### src/rtl/quad_encoder_emu.sv
// Quadrature encoder emulator: emits a commanded number of A/B quarter-phase
// edges at a fixed clock period, tracking a signed position count.
module quad_encoder_emu #(
  parameter int DIV_W  = 16,
  parameter int STEP_W = 16,
  parameter int POS_W  = 32
) (
  input  logic              clk_clk,
  input  logic              reset_reset_n,
  input  logic              cmd_valid,
  output logic              cmd_ready,
  input  logic              cmd_dir,
  input  logic [STEP_W-1:0] cmd_steps,
  input  logic [DIV_W-1:0]  cmd_period,
  input  logic              abort,
  output logic              enc_a,
  output logic              enc_b,
  output logic              busy,
  output logic              done,
  output logic [POS_W-1:0]  position
);

  typedef enum logic {IDLE, RUN} state_e;

  state_e             state_q, state_d;
  logic               dir_q, dir_d;
  logic [DIV_W-1:0]   period_q, period_d;
  logic [DIV_W-1:0]   div_q, div_d;
  logic [STEP_W-1:0]  rem_q, rem_d;
  logic [1:0]         phase_q, phase_d;   // {A,B}
  logic [POS_W-1:0]   pos_q, pos_d;
  logic               done_q, done_d;

  logic               emit;
  logic               emit_dir;
  logic [DIV_W-1:0]   per_eff;

  always_comb begin
    state_d  = state_q;
    dir_d    = dir_q;
    period_d = period_q;
    div_d    = div_q;
    rem_d    = rem_q;
    phase_d  = phase_q;
    pos_d    = pos_q;
    done_d   = 1'b0;
    emit     = 1'b0;
    emit_dir = dir_q;
    per_eff  = (cmd_period == '0) ? DIV_W'(1) : cmd_period;

    case (state_q)
      IDLE: begin
        if (cmd_valid) begin
          dir_d    = cmd_dir;
          period_d = per_eff;
          emit_dir = cmd_dir;
          if (cmd_steps == '0) begin
            done_d = 1'b1;
          end else if (done_q && per_eff == DIV_W'(1)) begin
            // Chained at period 1: the first edge lands on the accept edge itself
            emit  = 1'b1;
            rem_d = cmd_steps - STEP_W'(1);
            div_d = per_eff;
            if (cmd_steps == STEP_W'(1)) done_d  = 1'b1;
            else                         state_d = RUN;
          end else begin
            state_d = RUN;
            rem_d   = cmd_steps;
            // Accepting in the done cycle absorbs that cycle into the first period
            div_d   = done_q ? per_eff - DIV_W'(1) : per_eff;
          end
        end
      end
      RUN: begin
        if (div_q == DIV_W'(1) && rem_q == STEP_W'(1)) begin
          emit    = 1'b1;
          rem_d   = '0;
          state_d = IDLE;
          done_d  = 1'b1;
        end else if (abort) begin
          state_d = IDLE;
        end else if (div_q == DIV_W'(1)) begin
          emit  = 1'b1;
          div_d = period_q;
          rem_d = rem_q - STEP_W'(1);
        end else begin
          div_d = div_q - DIV_W'(1);
        end
      end
      default: state_d = IDLE;
    endcase

    if (emit) begin
      // Gray step: forward 00->10->11->01, reverse 00->01->11->10
      phase_d = emit_dir ? {~phase_q[0], phase_q[1]} : {phase_q[0], ~phase_q[1]};
      pos_d   = emit_dir ? pos_q + POS_W'(1) : pos_q - POS_W'(1);
    end
  end

  always_ff @(posedge clk_clk or negedge reset_reset_n) begin
    if (!reset_reset_n) begin
      state_q  <= IDLE;
      dir_q    <= 1'b0;
      period_q <= DIV_W'(1);
      div_q    <= DIV_W'(1);
      rem_q    <= '0;
      phase_q  <= 2'b00;
      pos_q    <= '0;
      done_q   <= 1'b0;
    end else begin
      state_q  <= state_d;
      dir_q    <= dir_d;
      period_q <= period_d;
      div_q    <= div_d;
      rem_q    <= rem_d;
      phase_q  <= phase_d;
      pos_q    <= pos_d;
      done_q   <= done_d;
    end
  end

  assign enc_a     = phase_q[1];
  assign enc_b     = phase_q[0];
  assign busy      = (state_q == RUN);
  assign cmd_ready = (state_q == IDLE);
  assign done      = done_q;
  assign position  = pos_q;

endmodule

### config.mk
export PLATFORM = sky130hd
export DESIGN_NAME = quad_encoder_emu
export DESIGN_NICKNAME = d
export VERILOG_FILES = /design/src/rtl/quad_encoder_emu.sv
export SDC_FILE = /design/constraint.sdc
export NUM_CORES = 1
export LEC_CHECK = 0
export BUFFER_PORTS_ARGS = -buffer_cell sky130_fd_sc_hd__clkbuf_2
export CORE_ASPECT_RATIO = 0.7
export CORE_MARGIN = 2
export CORE_UTILIZATION = 55
export CTS_CLUSTER_DIAMETER = 50
export DETAILED_ROUTE_END_ITERATION = 8
export PLACE_DENSITY_LB_ADDON = 0.08
export SLEW_MARGIN = 40
export SYNTH_ARGS = -nofsm -noshare
export SYNTH_HDL_FRONTEND = slang
export SYNTH_SLANG_ARGS = --single-unit
### constraint.sdc
create_clock -name clk_clk -period 6.1 [get_ports clk_clk]
set_input_delay 0.915 -clock clk_clk [delete_from_list [all_inputs] [get_ports clk_clk]]
set_output_delay 0.915 -clock clk_clk [all_outputs]
set_load 0.05 [all_outputs]
**Yosys cells after proc, flatten, opt, wreduce, memory -nomap -nowiden**

Index checks and enable logic that the tools add are counted.

- Flip-flop bits (word level): 85
- Input bits: 37
- Word-level logic and storage cells: 74

- Add/sub/neg operators: 6
- Equality and inequality tests: 10
- Multiplexer cells: 40
- Bitwise operators: 3
- Reductions and logical operators: 7

Operators by type and width:

| kind | number |
|---|---|
| $mux W16 | 14 |
| $eq A16 B1 Y1 const B | 4 |
| $pmux W16 S2 | 2 |
| $sub A16 B1 Y16 const B | 4 |
| $add A32 B1 Y32 const B | 1 |
| $logic_not A16 Y1 | 2 |
| $mux W32 | 1 |
| $sub A32 B1 Y32 const B | 1 |
| $mux W1 | 19 |
| $ne A2 B2 Y1 const B | 4 |
| $reduce_and A4 Y1 | 2 |
| $pmux W1 S2 | 3 |
| $ne A3 B1 Y1 const B | 1 |
| $ne A3 B2 Y1 const B | 1 |
| $not A1 Y1 | 3 |
| $logic_and A1 B1 Y1 | 2 |
| $mux W2 | 1 |
| $reduce_and A2 Y1 | 1 |

**Longest topological paths before layout**

Gate-level depths: netlist (run 1).

- Word-level depth: 8
- Gate-level depth with buffers: 15

**Least setup slack after synthesis (run 1)**

No wires, ideal clock.

- Path type: register -> register
- From: reg state_q (netlist: busy)
- To: reg pos_q[20] (netlist: position[20])
- Setup time: 0.070 ns
- Data arrival time: 5.146 ns
- Data required time: 6.030 ns
- Path slack: 0.884 ns
- Cell stages (with the launch flop): 13
- Buffers on the path: 1
- Cells stage by stage: dfrtp_1 > clkbuf_1 > inv_2 > nand2_1 > mux2i_1 > ha_1 > a21oi_1 > nor2b_1 > or4_1 > o211a_1 > o31a_1 > or4_1 > nand3_1

- Word-level cells in the longest chain between the ends: 2
- Elaborated cells between the ends (all ways): 4
- Those cells by class: mux (3); bitwise (1)

RTL lines:

| what | RTL line | text |
|---|---|---|
| from (decl) | 25 | `state_e state_q, state_d;` |
| from (signal assigned) | 111 | `state_q <= state_d;` |
| $not A1 Y1 (no line) | n/a |  |
| via cmd_ready | 11 | `output logic cmd_ready,` |
| $pmux W1 S2 | 51 | `case (state_q)` |
| to (signal assigned) | 117 | `pos_q <= pos_d;` |
| to (decl) | 31 | `logic [POS_W-1:0] pos_q, pos_d;` |

The timed path passes the listed nets, and every way through them passes these cells.
A chain may end at the register's enable or synchronous reset.

**Final worst setup path (run 1)**

- From: in cmd_valid
- To: reg pos_q[27] (netlist: position[27])

- Word-level cells in the longest chain between the ends: 3
- Elaborated cells between the ends (all ways): 5
- Those cells by class: mux (5)

RTL lines:

| what | RTL line | text |
|---|---|---|
| from (decl) | 10 | `input logic cmd_valid,` |
| $mux W1 | n/a |  |
| $mux W1 | 51 |  |
| $mux W32 | 96 | `pos_d = emit_dir ? pos_q + POS_W'(1) : pos_q - POS_W'(1);` |

Several ways; a longest one is shown, not always the timed one.

==> flow_summary.yaml, run 1 <==
status:
  status: "completed"
sta:
  fin_crit_sh: 0.701
  worst_pin_slew_ps: 763
  finalClockSkew_ps: 5.88
  hold_viol_final: 0
  fmax_mhz: 234
  fin_tns_setup_ps: 0
  setup_ws_ps: 1820
  rsz0062_at_grt: "no"
  drv_slew: 0
  fin_crit_ps: 4280
  slew_headroom: 0.487
  final-setup-viol-count: 0
job:
  maxCapViolations: 0
critical_path:
  end_kind: "flip-flop"
  cpMostUsedCell: "nand2_1"
  crit_arrival_ps: 4510
  cpLargestDelayFamily: "multiplexers"
  path_buf_inv: 3
  critPathMaxFanout: 22
  critPathKind: "in2reg"
  start_kind: "input pin"
  cp_slowest_cell: "mux2i_4"
  path_cells: "clkbuf_2, nand2_1, buf_4, mux2i_4, buf_4, ha_1, and3_1, and4_1, nand2_1, a311oi_1, o21ai_0, nand2_1, xor2_1, mux2_2"
  crit_path_max_incr_delay_ps: 650
  required_ps: 6330
clock_tree:
  cts_tree: "yes"
  cts_hold_buf: 0
  cts_root_buf: "clkbuf_16"
  worstSkewPairLatency_ps: 340
  htree_levels: 3
  cts.sinks: 85
  clkTransAtPathRegs_ps: 60
  cts_buffer_depth: 2
  cts_resized: 0
  cts_made_buffers: 9
  postCtsSetupRepairBufs: 0
routing:
  dr_total_vias: 5935
  drc_errors: 0
  viasPerCell: 6.17
  firstDrtPassIters: 5
  wirelength_um: 16000
  drtAntennaViolNets: 0
  routedWlPerCell_um: 16.6
  drt_iter0_drc: 594
worst_hold_path:
  hp-class: "reg2reg"
floorplan:
  rows: 32
  coreArea_um2: 11100
  die_h_um: 93.5
  start_util: 0.568
  fp.dieW_um: 132
  die-area_um2: 12300
  io_pins: 74
final_layout:
  drive_above_1_share: 0.162
  fin_nets: 880
  syn2layout_area_growth_pct: 13.7
  diodes: 0
synthesis:
  synth_edf_count: 0
  synth_top_family_by_area: "compound AO/OA/AOI/OAI gates"
  synth_area_um2: 6290
  yosys.area_share.xor_xnor: 0.0932
  synth_top_area_cell: "dfrtp_1"
  synthAdderAreaFrac: 0.0787
  synth-compound-area-share: 0.221
  postSynth.asyncResetShare: 1.00
  muxShareOfSynthArea: 0.0316
  avgSynthCellArea_um2: 8.45
  synth_warnings: 0
  synth_top_flop_cell: "dfrtp_1"
  synth_top_area_share: 0.330
  syn_nets: 821
  yosysUniqueCellTypes: 64
  synthSimpleGateAreaFrac: 0.205
  ys_top_cells_by_area: "dfrtp_1, ha_1, o21ai_0"
  syn_inst: 745
  yosys_register_bits: 85
  synth-seq-area-share: 0.338
power:
  leakage_nw: 3.17
  irDropWorstVdd_uv: 162
  power.density_nw_per_um2: 300
global_route:
  grt_pass1_wl_um: 27400
  grt-ovfl-total: 0
  grtUsageTotal: 0.272
  antenna_found_initial: 0
  grt_max_degree: 50
  grt_pass1_vias: 5521
placement:
  numPortBuffers: 73
  hpwl_um: 11500
  gp_congestion: 0.972
  place_ws_ps: 1510
## power by group
group / leakage (nW) / switching, mW / internal (mW)
clock network: 0.163 / 0.234 / 0.400
registers: 1.08 / 0.110 / 0.675
logic: 1.93 / 0.439 / 0.291
total: 3.17 / 0.782 / 1.37
## synthesized netlist by cell type (7+ instances only)
cell	instances
nand2_1	100
dfrtp_1	83
o21ai_0	80
nor2_1	59
a21oi_1	46
ha_1	38
xor2_1	34
xnor2_1	33
nor3_1	24
clkbuf_1	20
nand3_1	18
inv_1	16
mux2_2	15
a211oi_1	13
nor4_1	13
a21o_1	12
buf_2	11
or3_1	10
nand2b_1	8
o31ai_1	7
o41ai_1	7
## cells by family after synthesis
kind of cell    Yosys count
simple gates            265
compound gates          221
flops                    85
xor+xnor                 67
buf+inv                  50
fa+ha+maj                39
mux                      18
## metal layers
layer | global-route usage | vias up | wire length [um]
met5 | 0 | - | 0
met4 | 0.0788 | 0 | 227
met3 | 0.0428 | 30 | 930
met2 | 0.411 | 225 | 6830
met1 | 0.403 | 2836 | 7970
li1 | - | 2844 | -
## final cells by class
| class | count | area, um2 |
|---|---|---|
| clock buffer | 10 | 229 |
| clock inverter | 6 | 111 |
| fill | 936 | 3930 |
| inverter | 17 | 63.8 |
| multi-input combinational | 610 | 4000 |
| sequential | 85 | 2130 |
| tap | 153 | 191 |
| timing repair buffer | 81 | 435 |
## stage by stage
stage | cells | hold slack [ps] | power, mW | utilization | instance area (um2)
finish | 962 | 482 | 2.15 | 0.646 | 7160
global route | 962 | 499 | 2.28 | 0.646 | 7160
CTS | 962 | 485 | 2.15 | 0.645 | 7150
detailed placement | 946 | 475 | 1.50 | 0.614 | 6810
global placement | 945 | 468 | 1.48 | 0.612 | 6790
floorplan | 745 | 450 | 1.31 | - | 6290
## worst min-delay path, delay by kind of cell (launching register included)
kind	cells	cell delay [ps]
AOI/OAI and AO/OA	1	70
and+or+nand+nor	1	40
DFF	1	370
## final timing paths
path | startpoint | to | slack, ps | cells past startpoint
hold reg to reg | period_q[0]$_DFFE_PN1P_ | period_q[0]$_DFFE_PN1P_ | 480 | 2
setup reg to reg | busy$_DFF_PN0_ | position[27]$_DFFE_PN0P_ | 1970 | 14
max in group asynchronous | reset_reset_n | position[10]$_DFFE_PN0P_ | 4530 | 2
setup / recovery | cmd_valid | position[27]$_DFFE_PN0P_ | 1820 | 14
min in group asynchronous | reset_reset_n | rem_q[9]$_DFFE_PN0P_ | 530 | 1
hold / removal | period_q[0]$_DFFE_PN1P_ | period_q[0]$_DFFE_PN1P_ | 480 | 2
## sequential cells by signal, summed over array words and instances, names as in the netlist
register,count
position,32
div_q,16
period_q,16
rem_q,16
phase_q,2
busy,1
dir_q,1
done,1
## cell usage in the layout, fill, tap and decap left out, types with 7 or more instances in the layout
master | netlist | routed
o31ai_1 | 7 | 7
nand2b_1 | 8 | 8
nand2_1 | 100 | 100
nor3_1 | 24 | 24
xor2_1 | 34 | 34
a211oi_1 | 13 | 13
ha_1 | 38 | 38
nand3_1 | 18 | 18
o41ai_1 | 7 | 7
dfrtp_1 | 83 | 83
nor4_1 | 13 | 13
inv_1 | 16 | 16
xnor2_1 | 33 | 33
a21oi_1 | 46 | 45
clkbuf_2 | 0 | 72
nor2_1 | 59 | 59
clkbuf_16 | 0 | 9
or3_1 | 10 | 10
mux2_2 | 15 | 15
o21ai_0 | 80 | 80
a21o_1 | 12 | 12
buf_4 | 0 | 8
Note: power is estimated with default switching activity, not from simulation.
==> inputs of run 2 (changes only) <==
--- a/config.mk
+++ b/config.mk
@@ -5,6 +5,7 @@
 export SDC_FILE = /design/constraint.sdc
 export NUM_CORES = 1
 export LEC_CHECK = 0
+export ABC_AREA = 1
 export BUFFER_PORTS_ARGS = -buffer_cell sky130_fd_sc_hd__clkbuf_2
 export CORE_ASPECT_RATIO = 0.7
 export CORE_MARGIN = 2
==> constraint.sdc (replaced) <==
create_clock -name clk_clk -period 3.8 [get_ports clk_clk]
set_input_delay 0.57 -clock clk_clk [delete_from_list [all_inputs] [get_ports clk_clk]]
set_output_delay 0.57 -clock clk_clk [all_outputs]
set_load 0.05 [all_outputs]
==> run 2 against run 1 <==
Compared with the run above: register-to-register slack got worse by 780 ps; combinational power increased by 54%; worst setup slack worse by 690 ps; sequential share of layout area fell by 3.8 points; area after synthesis is 18% higher; synthesized cell count rose by 51%; sequential power rose by 57%; critical path type unchanged; largest cell class unchanged.
==> flow_summary.yaml, run 2 <==
global_route:
  grt_max_degree: 86
  grtUsageTotal: 0.283
  grt_pass1_wl_um: 32900
  antenna_found_initial: 0
  grt-ovfl-total: 0
  gr-usage-met1: 0.445
  met2_usage: 0.396
  top_usage_layer: "met1"
  grt_pass1_vias: 6660
  grt_util_met3: 0.0586
sta:
  fin_tns_setup_ps: 0
  final-setup-viol-count: 0
  finalClockSkew_ps: 8.68
  fmax_mhz: 375
  worst_pin_slew_ps: 672
  rsz0062_at_grt: "no"
  slew_headroom: 0.552
  drv_slew: 0
  fin_crit_ps: 2670
  fin_crit_sh: 0.702
  setup_ws_ps: 1130
  hold_slack_ps: 270
  hold_viol_final: 0
floorplan:
  die-area_um2: 14500
  rows: 35
  die_h_um: 101
  coreArea_um2: 13200
  fp.dieW_um: 143
  start_util: 0.564
  io_pins: 74
routing:
  dr_total_vias: 7559
  wirelength_um: 19900
  drtAntennaViolNets: 0
  drc_errors: 0
  viasPerCell: 5.47
  firstDrtPassIters: 6
  routedWlPerCell_um: 14.4
  drt_iter0_drc: 726
synthesis:
  synth_top_area_share: 0.280
  synth_area_um2: 7430
  synth_top_cells_by_count: "nand2_1, nor2_1, inv_1"
  ys_top_cells_by_area: "dfrtp_1, nand2_1, nor2_1"
  avgSynthCellArea_um2: 6.60
  synth_top_flop_cell: "dfrtp_1"
  postSynth.asyncResetShare: 1.00
  synth_top_area_cell: "dfrtp_1"
  yosysUniqueCellTypes: 46
  syn_nets: 1201
  synth_warnings: 0
  synth-seq-area-share: 0.287
  synth.most_common_cell: "nand2_1"
  yosys_register_bits: 85
  synth_edf_count: 0
  syn_inst: 1125
placement:
  place_ws_ps: 846
  hpwl_um: 15200
  numPortBuffers: 73
  gp_congestion: 1.06
clock_tree:
  postCtsSetupRepairBufs: 0
  cts_tree: "yes"
  cts_made_buffers: 9
  cts_buffer_depth: 2
  cts_root_buf: "clkbuf_16"
  clkTransAtPathRegs_ps: 70
  cts_hold_buf: 0
  htree_levels: 3
  cts_resized: 0
  cts.sinks: 85
  worstSkewPairLatency_ps: 340
final_layout:
  syn2layout_area_growth_pct: 10.5
  final_cell_mix: "nand2_1, nor2_1, inv_1"
  diodes: 0
  largest_reg_flops: 32
  drive_above_1_share: 0.120
  fin_nets: 1267
  fillers: 1267
  mostFrequentLayoutCell: "nand2_1"
critical_path:
  cpMostUsedCell: "nand2_1"
  crit_arrival_ps: 2920
  start_kind: "input pin"
  end_kind: "flip-flop"
  path_buf_inv: 2
  critPathMaxFanout: 21
  required_ps: 4050
  path_cells: "clkbuf_2, nor2_2, nand2_1, nor2_4, nand2_1, nand2_2, ha_1, nand2_1, nor2_4, nand3_4, o21ai_4, buf_4, nor2_1, a31oi_1"
  cp_slowest_cell: "buf_4"
  critPathKind: "in2reg"
  crit_path_max_incr_delay_ps: 300
  cpLargestDelayFamily: "simple AND/OR/NAND/NOR gates"
job:
  maxCapViolations: 0
power:
  power.density_nw_per_um2: 396
  leakage_nw: 4.07
  irDropWorstVdd_uv: 313
worst_hold_path:
  hp-class: "in2async"
status:
  status: "completed"
[run 2: path summary, 6_finish.rpt]
check | end | startpoint | cells past startpoint | slack [ps]
hold / removal | rem_q[15]$_DFFE_PN0P_ | reset_reset_n | 1 | 270
max in group asynchronous | div_q[8]$_DFFE_PN0P_ | reset_reset_n | 1 | 3060
min in group clk_clk | busy$_DFF_PN0_ | abort | 2 | 470
setup reg to reg | position[31]$_DFFE_PN0P_ | busy$_DFF_PN0_ | 15 | 1190
setup / recovery | position[24]$_DFFE_PN0P_ | cmd_period[8] | 14 | 1130
hold reg to reg | period_q[9]$_DFFE_PN0P_ | period_q[9]$_DFFE_PN0P_ | 2 | 480
[run 2: cell type report]
| cell class | count | area, um2 | share of cell area |
|---|---|---|---|
| multi-input cells | 920 | 4760 | 0.579 |
| flip-flops and latches | 85 | 2130 | 0.259 |
| repair buffers | 79 | 432 | 0.0526 |
| inverters | 96 | 365 | 0.0445 |
| clock buffers | 13 | 250 | 0.0305 |
| well taps | 185 | 231 | 0.0282 |
| clock inverters | 3 | 46.3 | 0.00564 |
[run 2: kinds of logic after synthesis]
kind of cell / share of synthesized area
AO/OA/AOI/OAI: 0.153
XOR/XNOR: 0.0613
adder cells (fa/ha/maj): 0.0667
buffers and inverters: 0.0729
flip-flops: 0.287
AND/OR/NAND/NOR: 0.359
[run 2: layer usage]
metal	share of wire	up-vias
met5	0	-
met4	0.013	0
met3	0.075	26
met2	0.40	272
met1	0.52	3449
li1	-	3812
[run 2: power by group]
part | leakage (nW) | switching (mW) | internal (mW) | total [mW]
sequential | 1.08 | 0.164 | 1.06 | 1.23
combinational | 2.85 | 0.727 | 0.398 | 1.12
clock | 0.140 | 0.365 | 0.531 | 0.896
[run 2: metrics by stage]
| stage | power, mW | util | cells | area [um2] |
|---|---|---|---|---|
| detailed placement | 2.35 | 0.600 | 1365 | 7910 |
| global route | 3.47 | 0.623 | 1381 | 8210 |
| CTS | 3.26 | 0.623 | 1381 | 8210 |
| finish | 3.25 | 0.623 | 1381 | 8210 |
| global placement | 2.33 | 0.600 | 1365 | 7910 |
| floorplan | 2.06 | - | 1125 | 7430 |
==> inputs of run 3 (changes only) <==
==> constraint.sdc (replaced) <==
create_clock -name clk_clk -period 2.6 [get_ports clk_clk]
set_input_delay 0.39 -clock clk_clk [delete_from_list [all_inputs] [get_ports clk_clk]]
set_output_delay 0.39 -clock clk_clk [all_outputs]
set_load 0.05 [all_outputs]
==> run 3 against run 2 <==
Compared with the run above: sequential power rose by 47%; largest power group unchanged; clock skew barely moved; flip-flop and latch count did not move; via count rose by 2.2%; worst setup slack got worse by 1100 ps; die area did not move; clock power rose by 34%; global-route usage rose by 1.5 points; critical path type is now reg2reg; hold slack got worse by 260 ps; final cell count rose by 3.2%; count of clock-buffer cells in the layout fell by 1.
==> flow_summary.yaml, run 3 (synthesis results as in run 2) <==
status:
  status: "completed"
job:
  maxCapViolations: 0
floorplan:
  rows: 35
  io_pins: 74
  die_h_um: 101
  fp.dieW_um: 143
  start_util: 0.564
  coreArea_um2: 13200
  die-area_um2: 14500
placement:
  numPortBuffers: 73
  dpl_cell_area_um2: 8270
  dp.cells: 1403
  hpwl_um: 16000
  gp_congestion: 0.984
final_layout:
  fin_nets: 1311
  drive_above_1_share: 0.193
  final_cells: 1425
  fillers: 1222
  mostFrequentLayoutCell: "nand2_1"
  diodes: 0
  fin_area_um2: 8770
  final_cell_mix: "nand2_1, nor2_1, inv_1"
  syn2layout_area_growth_pct: 18.0
  largest_reg_flops: 32
routing:
  drtAntennaViolNets: 0
  viasPerCell: 5.42
  firstDrtPassIters: 6
  wirelength_um: 21100
  drc_errors: 0
  drt_iter0_drc: 558
  dr_total_vias: 7728
  routedWlPerCell_um: 14.8
power:
  leakage_nw: 4.28
  power.density_nw_per_um2: 548
  irDropWorstVdd_uv: 402
clock_tree:
  cts_root_buf: "clkbuf_16"
  clkTransAtPathRegs_ps: 70
  cts_tree: "yes"
  worstSkewPairLatency_ps: 350
  cts_buffer_depth: 2
  cts_made_buffers: 9
  cts.sinks: 85
  htree_levels: 3
  cts_hold_buf: 0
sta:
  fin_crit_ps: 2580
  worst_pin_slew_ps: 544
  final-setup-viol-count: 0
  drv_slew: 0
  rsz0062_at_grt: "yes"
  fmax_mhz: 388
  hold_viol_final: 0
  hold_slack_ps: 11.9
  fin_crit_sh: 0.992
  slew_headroom: 0.637
  fin_tns_setup_ps: 0
  finalClockSkew_ps: 8.67
critical_path:
  rr_startpoint: "busy$_DFF_PN0_"
  crit_arrival_ps: 2820
  r2r_end: "position[27]$_DFFE_PN0P_"
  worst-r2r-cell-count: 15
  end_kind: "flip-flop"
  start_kind: "flip-flop"
  critPathMaxFanout: 18
  required_ps: 2840
  rrSetupSlack_ps: 20
  critPathKind: "reg2reg"
global_route:
  grtUsageTotal: 0.298
  antenna_found_initial: 0
  grt-ovfl-total: 0
  grt_pass1_wl_um: 34400
  grt_pass1_vias: 6929
  grt_max_degree: 47
worst_hold_path:
  hp-class: "in2async"
[run 3: cell count changes in the layout (fill, tap and decap cells not counted), moves of 10 or more]
cell     before  now
buf_4         5   48
nand2_1     322  308
a21oi_1      73   60
nand2_2       7   20
a21oi_2       1   12
nor2_1      171  161
[run 3: through the flow]
step | power, mW | setup slack, ps | utilization
after floorplan | 3.03 | -306 | -
after global placement | 3.50 | 11.9 | 0.628
after detailed placement | 3.52 | -40.5 | 0.628
after CTS | 4.74 | 2.16 | 0.649
after global routing | 5.14 | -123 | 0.665
final | 4.81 | 21.5 | 0.665
[run 3: cell type report]
class / instances / area, um2 / area share
clock buffer: 12 / 236 / 0.0270
clock inverter: 4 / 27.5 / 0.00314
inverter: 96 / 370 / 0.0422
multi-input combinational: 920 / 4990 / 0.569
sequential: 85 / 2130 / 0.243
tap: 185 / 231 / 0.0264
timing repair buffer: 123 / 781 / 0.0891
[run 3: worst max-delay path by stage]
stage / start / endpoint / slack, ps / cells past startpoint
floorplan: busy$_DFF_PN0_ / position[17]$_DFFE_PN0P_ / -310 / 11
CTS: busy$_DFF_PN0_ / position[30]$_DFFE_PN0P_ / 2 / 17
global route: busy$_DFF_PN0_ / position[30]$_DFFE_PN0P_ / -120 / 16
global placement: cmd_valid / position[20]$_DFFE_PN0P_ / 10 / 12
finish: busy$_DFF_PN0_ / position[27]$_DFFE_PN0P_ / 20 / 15
detailed placement: cmd_period[2] / position[9]$_DFFE_PN0P_ / -40 / 14
[run 3: layer usage]
layer / routed length (um) / global-route usage / vias to the layer above
met3: 1400 / 0.0530 / 12
met2: 8690 / 0.423 / 248
met4: 134 / 0.0495 / 0
met5: 0 / 0 / -
met1: 10900 / 0.475 / 3554
li1: - / - / 3914
[run 3: where the power goes]
part | total, mW | switching [mW] | internal [mW] | leakage, nW
Clock | 1.20 | 0.557 | 0.648 | 0.119
Sequential | 1.81 | 0.252 | 1.56 | 1.08
Combinational | 1.80 | 1.12 | 0.677 | 3.08
[run 3: worst max-delay path, cell delays in order (launching register included)]
cell and delay, ps:
dfrtp_4 510, inv_6 70, nand2_4 50, o21ai_4 220, buf_12 190, ha_2 330, nand2_1 140, inv_1 90
a21oi_2 160, nand2_2 100, nand2_1 80, nand2_2 90, nand3b_1 170, nand3b_1 110, nand3_1 100, nand2_1 50
[run 3: timing repair]
item	in CTS	in global routing
resized for setup	1	58
setup buffers	1	5
pin swaps	1	4
setup endpoints to repair	1	21
endpoints found under the hold margin	0	0
